$ cat src/rtl/prim_shifter_arbiter.sv
// Round-robin arbiter sharing one 32-bit shifter among NUM_REQ requesters,
// with a one-entry registered response slot tagged by requester ID.

module prim_shifter_32bit (
  input  logic [31:0] i_data,
  input  logic [31:0] i_shamt,
  input  logic [1:0]  i_mode,
  output logic [31:0] o_result
);

  always_comb begin
    o_result = '0;
    if (i_shamt[31:5] == '0) begin
      unique case (i_mode)
        2'b00:   o_result = i_data >> i_shamt[4:0];
        2'b01:   o_result = i_data << i_shamt[4:0];
        2'b10:   o_result = $signed(i_data) >>> i_shamt[4:0];
        default: o_result = '0;
      endcase
    end
  end

endmodule

module prim_shifter_arbiter #(
  parameter  int unsigned NUM_REQ = 2,
  localparam int unsigned ID_W    = $clog2(NUM_REQ)
) (
  input  logic                   i_clk,
  input  logic                   i_rst_n,
  input  logic [NUM_REQ-1:0]     i_req_valid,
  input  logic [32*NUM_REQ-1:0]  i_req_data,
  input  logic [32*NUM_REQ-1:0]  i_req_shamt,
  input  logic [2*NUM_REQ-1:0]   i_req_mode,
  output logic [NUM_REQ-1:0]     o_req_ready,
  output logic                   o_rsp_valid,
  output logic [31:0]            o_rsp_data,
  output logic [ID_W-1:0]        o_rsp_id,
  input  logic                   i_rsp_ready
);

  typedef enum logic {
    ST_EMPTY = 1'b0,
    ST_FULL  = 1'b1
  } state_e;

  state_e              state_q, state_d;
  logic [ID_W-1:0]     ptr_q, ptr_d;
  logic [ID_W-1:0]     rsp_id_q, rsp_id_d;
  logic [31:0]         rsp_data_q, rsp_data_d;

  logic [NUM_REQ-1:0]  grant;
  logic                grant_found;
  logic [ID_W-1:0]     grant_idx;
  logic [31:0]         sel_data, sel_shamt, shift_result;
  logic [1:0]          sel_mode;
  logic                can_accept, accept;

  // Wrap-around search as two passes: indices at/above the pointer first,
  // then those below it. Keeps every index a constant after unrolling.
  always_comb begin
    grant       = '0;
    grant_found = 1'b0;
    grant_idx   = '0;
    sel_data    = '0;
    sel_shamt   = '0;
    sel_mode    = '0;
    for (int unsigned pass = 0; pass < 2; pass++) begin
      for (int unsigned j = 0; j < NUM_REQ; j++) begin
        if (!grant_found && i_req_valid[j] &&
            ((pass == 0) == (j >= 32'(ptr_q)))) begin
          grant_found = 1'b1;
          grant[j]    = 1'b1;
          grant_idx   = ID_W'(j);
          sel_data    = i_req_data[32*j +: 32];
          sel_shamt   = i_req_shamt[32*j +: 32];
          sel_mode    = i_req_mode[2*j +: 2];
        end
      end
    end
  end

  prim_shifter_32bit u_shifter (
    .i_data   (sel_data),
    .i_shamt  (sel_shamt),
    .i_mode   (sel_mode),
    .o_result (shift_result)
  );

  assign can_accept  = (state_q == ST_EMPTY) | i_rsp_ready;
  assign accept      = grant_found & can_accept;
  assign o_req_ready = grant & {NUM_REQ{can_accept & i_rst_n}};

  always_comb begin
    state_d    = state_q;
    ptr_d      = ptr_q;
    rsp_id_d   = rsp_id_q;
    rsp_data_d = rsp_data_q;
    if (accept) begin
      state_d    = ST_FULL;
      rsp_id_d   = grant_idx;
      rsp_data_d = shift_result;
      ptr_d      = (32'(grant_idx) == NUM_REQ - 1) ? '0 : grant_idx + 1'b1;
    end else if (state_q == ST_FULL && i_rsp_ready) begin
      state_d = ST_EMPTY;
    end
  end

  always_ff @(posedge i_clk or negedge i_rst_n) begin
    if (!i_rst_n) begin
      state_q    <= ST_EMPTY;
      ptr_q      <= '0;
      rsp_id_q   <= '0;
      rsp_data_q <= '0;
    end else begin
      state_q    <= state_d;
      ptr_q      <= ptr_d;
      rsp_id_q   <= rsp_id_d;
      rsp_data_q <= rsp_data_d;
    end
  end

  assign o_rsp_valid = (state_q == ST_FULL);
  assign o_rsp_data  = rsp_data_q;
  assign o_rsp_id    = rsp_id_q;

endmodule
$ cat config.mk
export PLATFORM = sky130hd
export DESIGN_NAME = prim_shifter_arbiter
export DESIGN_NICKNAME = d
export VERILOG_FILES = /design/src/rtl/prim_shifter_arbiter.sv
export SDC_FILE = /design/constraint.sdc
export NUM_CORES = 1
export LEC_CHECK = 0
export ABC_AREA = 1
export CAP_MARGIN = 20
export CORE_MARGIN = 8
export CORE_UTILIZATION = 54
export DETAILED_ROUTE_END_ITERATION = 10
export PLACE_DENSITY = 0.95
export SLEW_MARGIN = 10
export SYNTH_ARGS = -nofsm -noshare
export SYNTH_HDL_FRONTEND = slang
export SYNTH_HIERARCHICAL = 1
export SYNTH_SLANG_ARGS = --single-unit
$ cat constraint.sdc
create_clock -name i_clk -period 4 [get_ports i_clk]
set_input_delay 0.6 -clock i_clk [delete_from_list [all_inputs] [get_ports i_clk]]
set_output_delay 0.6 -clock i_clk [all_outputs]
set_load 0.01 [all_outputs]
---- Word level (Yosys, flattened, before mapping) ----
Cells that the tools add are included.
cells by class
  reduce and logical (&&, ||, !) cells .... 10
  equal/unequal tests ..................... 2
  shift-type cells ........................ 3
  add/sub/neg operators ................... 1
  bitwise gates (word level) .............. 6
  order comparisons ....................... 1
  multiplexer cells ....................... 20
operators by type and width
  cell                                                     count
  two-way mux 32 bit                                       7
  one-hot mux 32 bit (3 select lines)                      1
  left shift 32 x 5 -> 32 bit                              1
  right shift 32 x 5 -> 32 bit                             1
  >>> shifter 32 x 5 -> 32 bit                             1
  zero test 27 bit                                         1
  two-way mux 1 bit                                        9
  two-way mux 2 bit                                        3
  logical AND 1 bit                                        5
  AND 1 bit                                                2
  AND 2 bit                                                1
  == test 2 x 1 -> 1 bit, second input constant            1
  == test 2 bit, second input constant                     1
  zero test 1 bit                                          2
  zero test 2 bit                                          1
  NOT 1 bit                                                2
  nonzero test 2 bit                                       1
  adder 1 bit, second input constant                       1
  greater-or-equal comparator 1 bit, first input constant  1
  bitwise OR 1 bit                                         1
word-level totals
  input port bits ......................... 137
  output and inout bits ................... 36
  register bits after elaboration ......... 35
  logic and storage cells ................. 47

---- Logic depth before layout (Yosys ltp) ----
  depth after elaboration ................. 13
  mapped depth ............................ 24
  mapped depth without buffers ............ 22

---- Hierarchy ----
The synthesis kept the hierarchy.
modules (own cells, without submodules)
  module                area an instance (um2)  cells each  sequential area each (um2)  instances
  prim_shifter_32bit    3960.0                  840         0.0                         1
  prim_shifter_arbiter  2279.7                  374         875.8                       1

---- Least setup slack after synthesis ----
OpenSTA, ideal clock, no wires.
  path type ............................... in2reg
  start point ............................. in i_req_valid[0]
  end point ............................... reg rsp_data_q[11], in the netlist o_rsp_data[11]
  library setup time ...................... 0.066 ns
  setup slack ............................. 1.614 ns
  arrival time ............................ 2.319 ns
  stages on the path ...................... 17
  path buffers ............................ 3
  required time ........................... 3.934 ns
  cells stage by stage .................... nand2_2 nand2_2 inv_2 buf_6 buf_4 nand2_1 nand2_1 nor4_1 nand2_1 nor2_1 o211ai_2 inv_2 buf_6 nand2_1 a21oi_1 nand3_1 nand2_1
between the ends
  elaborated cells on any way between the ends .. 28
  classes of those cells .................. 2 x eq/ne; 3 x shift; 14 x mux; 1 x bitwise; 8 x reduce/logical
RTL lines
  element                         line  text
  from (decl)                     31    input logic [NUM_REQ-1:0] i_req_valid,
  logical AND 1 bit               70    if (!grant_found && i_req_valid[j] &&
  two-way mux 1 bit               70
  zero test 1 bit                 70
  logical AND 1 bit               70
  two-way mux 1 bit               70
  zero test 1 bit                 70
  logical AND 1 bit (2 in a row)  70
  two-way mux 32 bit *            70
  net sel_shamt[22]               55    logic [31:0] sel_data, sel_shamt, shift_result;
  zero test 27 bit *              13    if (i_shamt[31:5] == '0) begin
  two-way mux 32 bit *            13
  net shift_result[11]            55
  to (signal assigned)            119   rsp_data_q <= rsp_data_d;
  to (decl)                       50    logic [31:0] rsp_data_q, rsp_data_d;
The timed path passes the listed nets; every way through them passes the cells marked *.
A chain may end at the register's enable or synchronous reset.

---- Final worst setup path ----
  start point ............................. in i_req_valid[0]
  end point ............................... reg rsp_data_q[22], in the netlist o_rsp_data[22]
between the ends
  cells in the longest elaborated chain, start to end .. 12
  elaborated cells on any way between the ends .. 28
  classes of those cells .................. 2 x eq/ne; 3 x shift; 14 x mux; 1 x bitwise; 8 x reduce/logical
ends and longest elaborated chain
  element                                               line  text
  logical AND 1 bit                                     70
  two-way mux 1 bit                                     70
  zero test 1 bit                                       70
  logical AND 1 bit                                     70
  two-way mux 1 bit                                     70
  zero test 1 bit                                       70
  logical AND 1 bit (2 in a row)                        70
  two-way mux 32 bit *                                  70
  net sel_shamt[1]                                      55
  >>> shifter 32 x 5 -> 32 bit (tied with other cells)  17    2'b10: o_result = $signed(i_data) >>> i_shamt[4:0];
  one-hot mux 32 bit (3 select lines) *                 14    unique case (i_mode)
  two-way mux 32 bit *                                  13
  net shift_result[22]                                  55
Marks and branches as above.

==> summary.md <==
| Metric | Value |
|---|---|
| Status | complete, no violations |
| P&R area growth vs syn | 28.3% |
| Worst slew margin | 41.8% |
| Final Hold Fails | 0 |
| Sw power | 1.12 mW |
| Setup ws final | 0.419 ns |
| Prevailing post-synth register cell | dfrtp_1 |
| 1st-iter DRT viols | 1456 |
| Slew Viols, Final | 0 |
| Clock transition at the registers of the reported paths | 0.06 ns |
| HP Class | in2async |
| Post-synthesis mux area share | 0.160% |
| First-pass GRT wire length | 39300 um |
| Post-Synthesis Cells | 1214 |
| DR vias | 8962 |
| Leakage power figure | 4.06 nW |
| Port buffer count | 172 |
| Sink Count | 35 |
| Synth Area in XOR/XNOR | 0% |
| Endpoint type of the worst setup path | register |
| DP Wirelength | 18300 um |
| Power per cell area | 277 mW/mm^2 |
| Worst-margin pin slew | 0.872 ns |
| Core area | 0.0114 mm^2 |
| Synth async-reset ratio | 100% |
| Die area | 0.0153 mm^2 |
| Critical path's slowest cell | buf_4 |
| Design area | 0.00800 mm^2 |
| # IOs | 173 |
| Initial antenna violation count | 1 |
| WP data arrival | 3.75 ns |
| DIE HEIGHT | 123 um |
| Sequential fraction of design power | 16.4% |
| Number of max-cap violations | 0 |
| Hold Buf Count CTS | 0 |
| Largest stage delay, worst path | 0.58 ns |
| Seq cells post-synth | 35 |
| Synth Area in Adders | 0% |
| Post-CTS setup buffers | 0 |
| Post-DR vias/cell | 6.10 |
| Die width | 123 um |
| Worst vdd ir | 218 uV |
| Worst-Skew Late Latency | 0.28 ns |
| Antenna Nets Post-Route | 0 |
| EDFF count, synth | 0 |
| Total global-route track usage | 31.5% |
| Final Skew | 0.00407 ns |
| Placed cells | 1461 |
| Cell mode on critical path | nand2_1 |
| Clk buf depth | 2 |
| Final nets | 1462 |
| DRC Markers | 0 |
| CP Max Fanout | 73 |
| Min Tclk post-route | 3.58 ns |
| Vias in the first global route | 8256 |
| TNS Setup | 0 ns |
| Number of cells in the finished layout apart from fillers | 1469 |
| Aggregate routed wire length | 24300 um |
| H-tree depth | 2 |
| Distinct cells, synth | 39 |
| Area share of and/or/nand/nor cells after synthesis | 66.4% |
| CTS tree | done |
| Mapped cell area | 0.00624 mm^2 |
| Layout Utilization | 70.4% |
| Setup crit start kind | primary input |
| Sw Ratio | 50.6% |
| Worst path cell trace | clkdlybuf4s50_1 -> inv_2 -> a21oi_4 -> nand2_1 -> nand2_2 -> buf_4 -> nand3_1 -> nand3_1 -> nand2_1 -> nand2_1 -> o21ai_0 -> nand3_1 -> nand2_1 -> nor2_1 -> nor2_1 -> nand3_1 -> nand2_1 |
| CTS root buf | clkbuf_16 |
| Internal | 1.10 mW |
| Post-CTS Resized | 0 |
| Period utilisation layout | 89.5% |
| Num CTS Buffers | 5 |
| Placed inst area | 0.00786 mm^2 |
| Post-synthesis compound-gate area fraction | 8.80% |
| Kind of critical path | in2reg |
| Logic pwr share | 66.7% |
| Floorplan row count | 39 |
| Endpoints failing setup | 0 |
| Post-Syn Area per Cell | 5.14 um^2 |
| Total Power | 2.22 mW |
| Initial Util | 54.9% |
| Sequential-to-total area share from yosys stat | 14.0% |
| FILL cells | 1039 |
| Pin count of the biggest net entering global routing | 74 |
| Ant. Diodes | 0 |
| Critical path required time | 4.17 ns |
| Main combinational cell family by area after synthesis | simple AND/OR/NAND/NOR gates |
| Global placement routability congestion | 1.11 |
| Share of cells above drive strength 1 | 4.45% |
| Drt wl/cell | 16.5 um |
| DR pass1 iterations | 9 |
| Mapped Nets | 1351 |
| Hold_ws | 0.432 ns |
| Achievable Freq | 0.279 GHz |
| Warnings, synthesis | 6 |
| Place WS | 0.233 ns |
| Overflow after GRT | 0 |
| Clock network fraction of total power | 16.9% |
| Unrepaired setup endpoints after global routing | no |
-- kinds of logic after synthesis --
family          after synthesis
compound gates               91
buf+inv                     127
flops                        35
mux                           1
simple gates                960
-- cell usage after synthesis, types with 2 or more instances --
cell type / instances / area share [%]
inv_1: 30 / 1.8
nor2_4: 5 / 0.90
nor4_1: 5 / 0.50
buf_4: 15 / 1.8
buf_1: 8 / 0.48
nor3_1: 4 / 0.32
and2_1: 8 / 0.80
nand2_2: 5 / 0.50
nand2_1: 565 / 34
inv_2: 11 / 0.66
o21a_1: 4 / 0.48
buf_6: 9 / 1.6
a21boi_1: 2 / 0.24
nand3_1: 304 / 24
o211ai_2: 2 / 0.40
buf_2: 43 / 3.4
nor2_2: 2 / 0.20
nor2_8: 2 / 0.64
o21ai_1: 8 / 0.64
dfrtp_1: 35 / 14
clkbuf_1: 9 / 0.54
a21oi_1: 38 / 3.0
nor2_1: 52 / 3.1
o21ai_0: 13 / 1.0
a21oi_2: 2 / 0.28
o211ai_1: 18 / 2.2
nand4_1: 3 / 0.30
-- power groups by stage --
| stage | Sequential [mW] | Combinational [mW] | Clock, mW |
|---|---|---|---|
| after global routing | 0.365 | 1.61 | 0.396 |
| after detailed placement | 0.371 | 1.41 | 0 |
| after global placement | 0.370 | 1.39 | 0 |
| after CTS | 0.365 | 1.41 | 0.378 |
| after floorplan | 0.371 | 1.01 | 0 |
| final | 0.365 | 1.48 | 0.375 |
-- registers in the layout, indices dropped and copies added (netlist names) --
register	flops
o_rsp_data	32
o_rsp_valid	1
ptr_q	1
o_rsp_id	1
-- per-layer routing --
metal / share of wire [%] / track usage [%]
met1: 36 / 37.0
met2: 45 / 50.5
met3: 13 / 10.0
met4: 5.8 / 16.3
met5: 0.054 / 0
-- placed cells by master, fill, tap and decap left out, types with 3 or more instances in the layout --
| master | netlist | layout |
|---|---|---|
| nor3_1 | 4 | 4 |
| nand4_1 | 3 | 3 |
| buf_4 | 15 | 9 |
| nor2_4 | 5 | 5 |
| clkdlybuf4s50_1 | 0 | 171 |
| nor4_1 | 5 | 5 |
| o21ai_1 | 8 | 8 |
| a21oi_1 | 38 | 38 |
| o21ai_0 | 13 | 13 |
| nor2_1 | 52 | 52 |
| buf_12 | 0 | 7 |
| nand2_1 | 565 | 563 |
| nand2_2 | 5 | 7 |
| o211ai_1 | 18 | 18 |
| inv_2 | 11 | 11 |
| o21a_1 | 4 | 4 |
| nand3_1 | 304 | 304 |
| dfrtp_1 | 35 | 35 |
| clkbuf_16 | 0 | 5 |
| and2_1 | 8 | 8 |
| inv_1 | 30 | 30 |
-- path summary, 6_finish.rpt --
kind / startpoint / endpoint / slack [ns] / cells past startpoint
max: i_req_valid[0] / o_rsp_data[22] / 0.42 / 17
min in group i_clk: o_rsp_id / o_rsp_id / 0.47 / 2
min: i_rst_n / o_rsp_data[24] / 0.43 / 2
min reg2reg: o_rsp_id / o_rsp_id / 0.47 / 2
max in group asynchronous: i_rst_n / o_rsp_id / 3.25 / 2
max reg2reg: ptr_q / o_rsp_data[9] / 0.84 / 20
-- cell type report --
cell class,count,area (um^2),share of cell area (%)
Timing Repair Buffer,188,1920,24.0
Multi-Input combinational cell,1052,4710,58.9
Clock inverter,2,12.5,0.156
Clock buffer,6,129,1.61
Tap cell,143,179,2.24
Inverter,43,169,2.11
Sequential cell,35,876,10.9
-- worst max-delay path, delay by kind of cell --
family	cells	cell delay, ns
AOI/OAI and AO/OA	2	0.52
and+or+nand+nor	12	1.45
buffers and inverters	3	1.17
(Power assumes the default switching activity.)
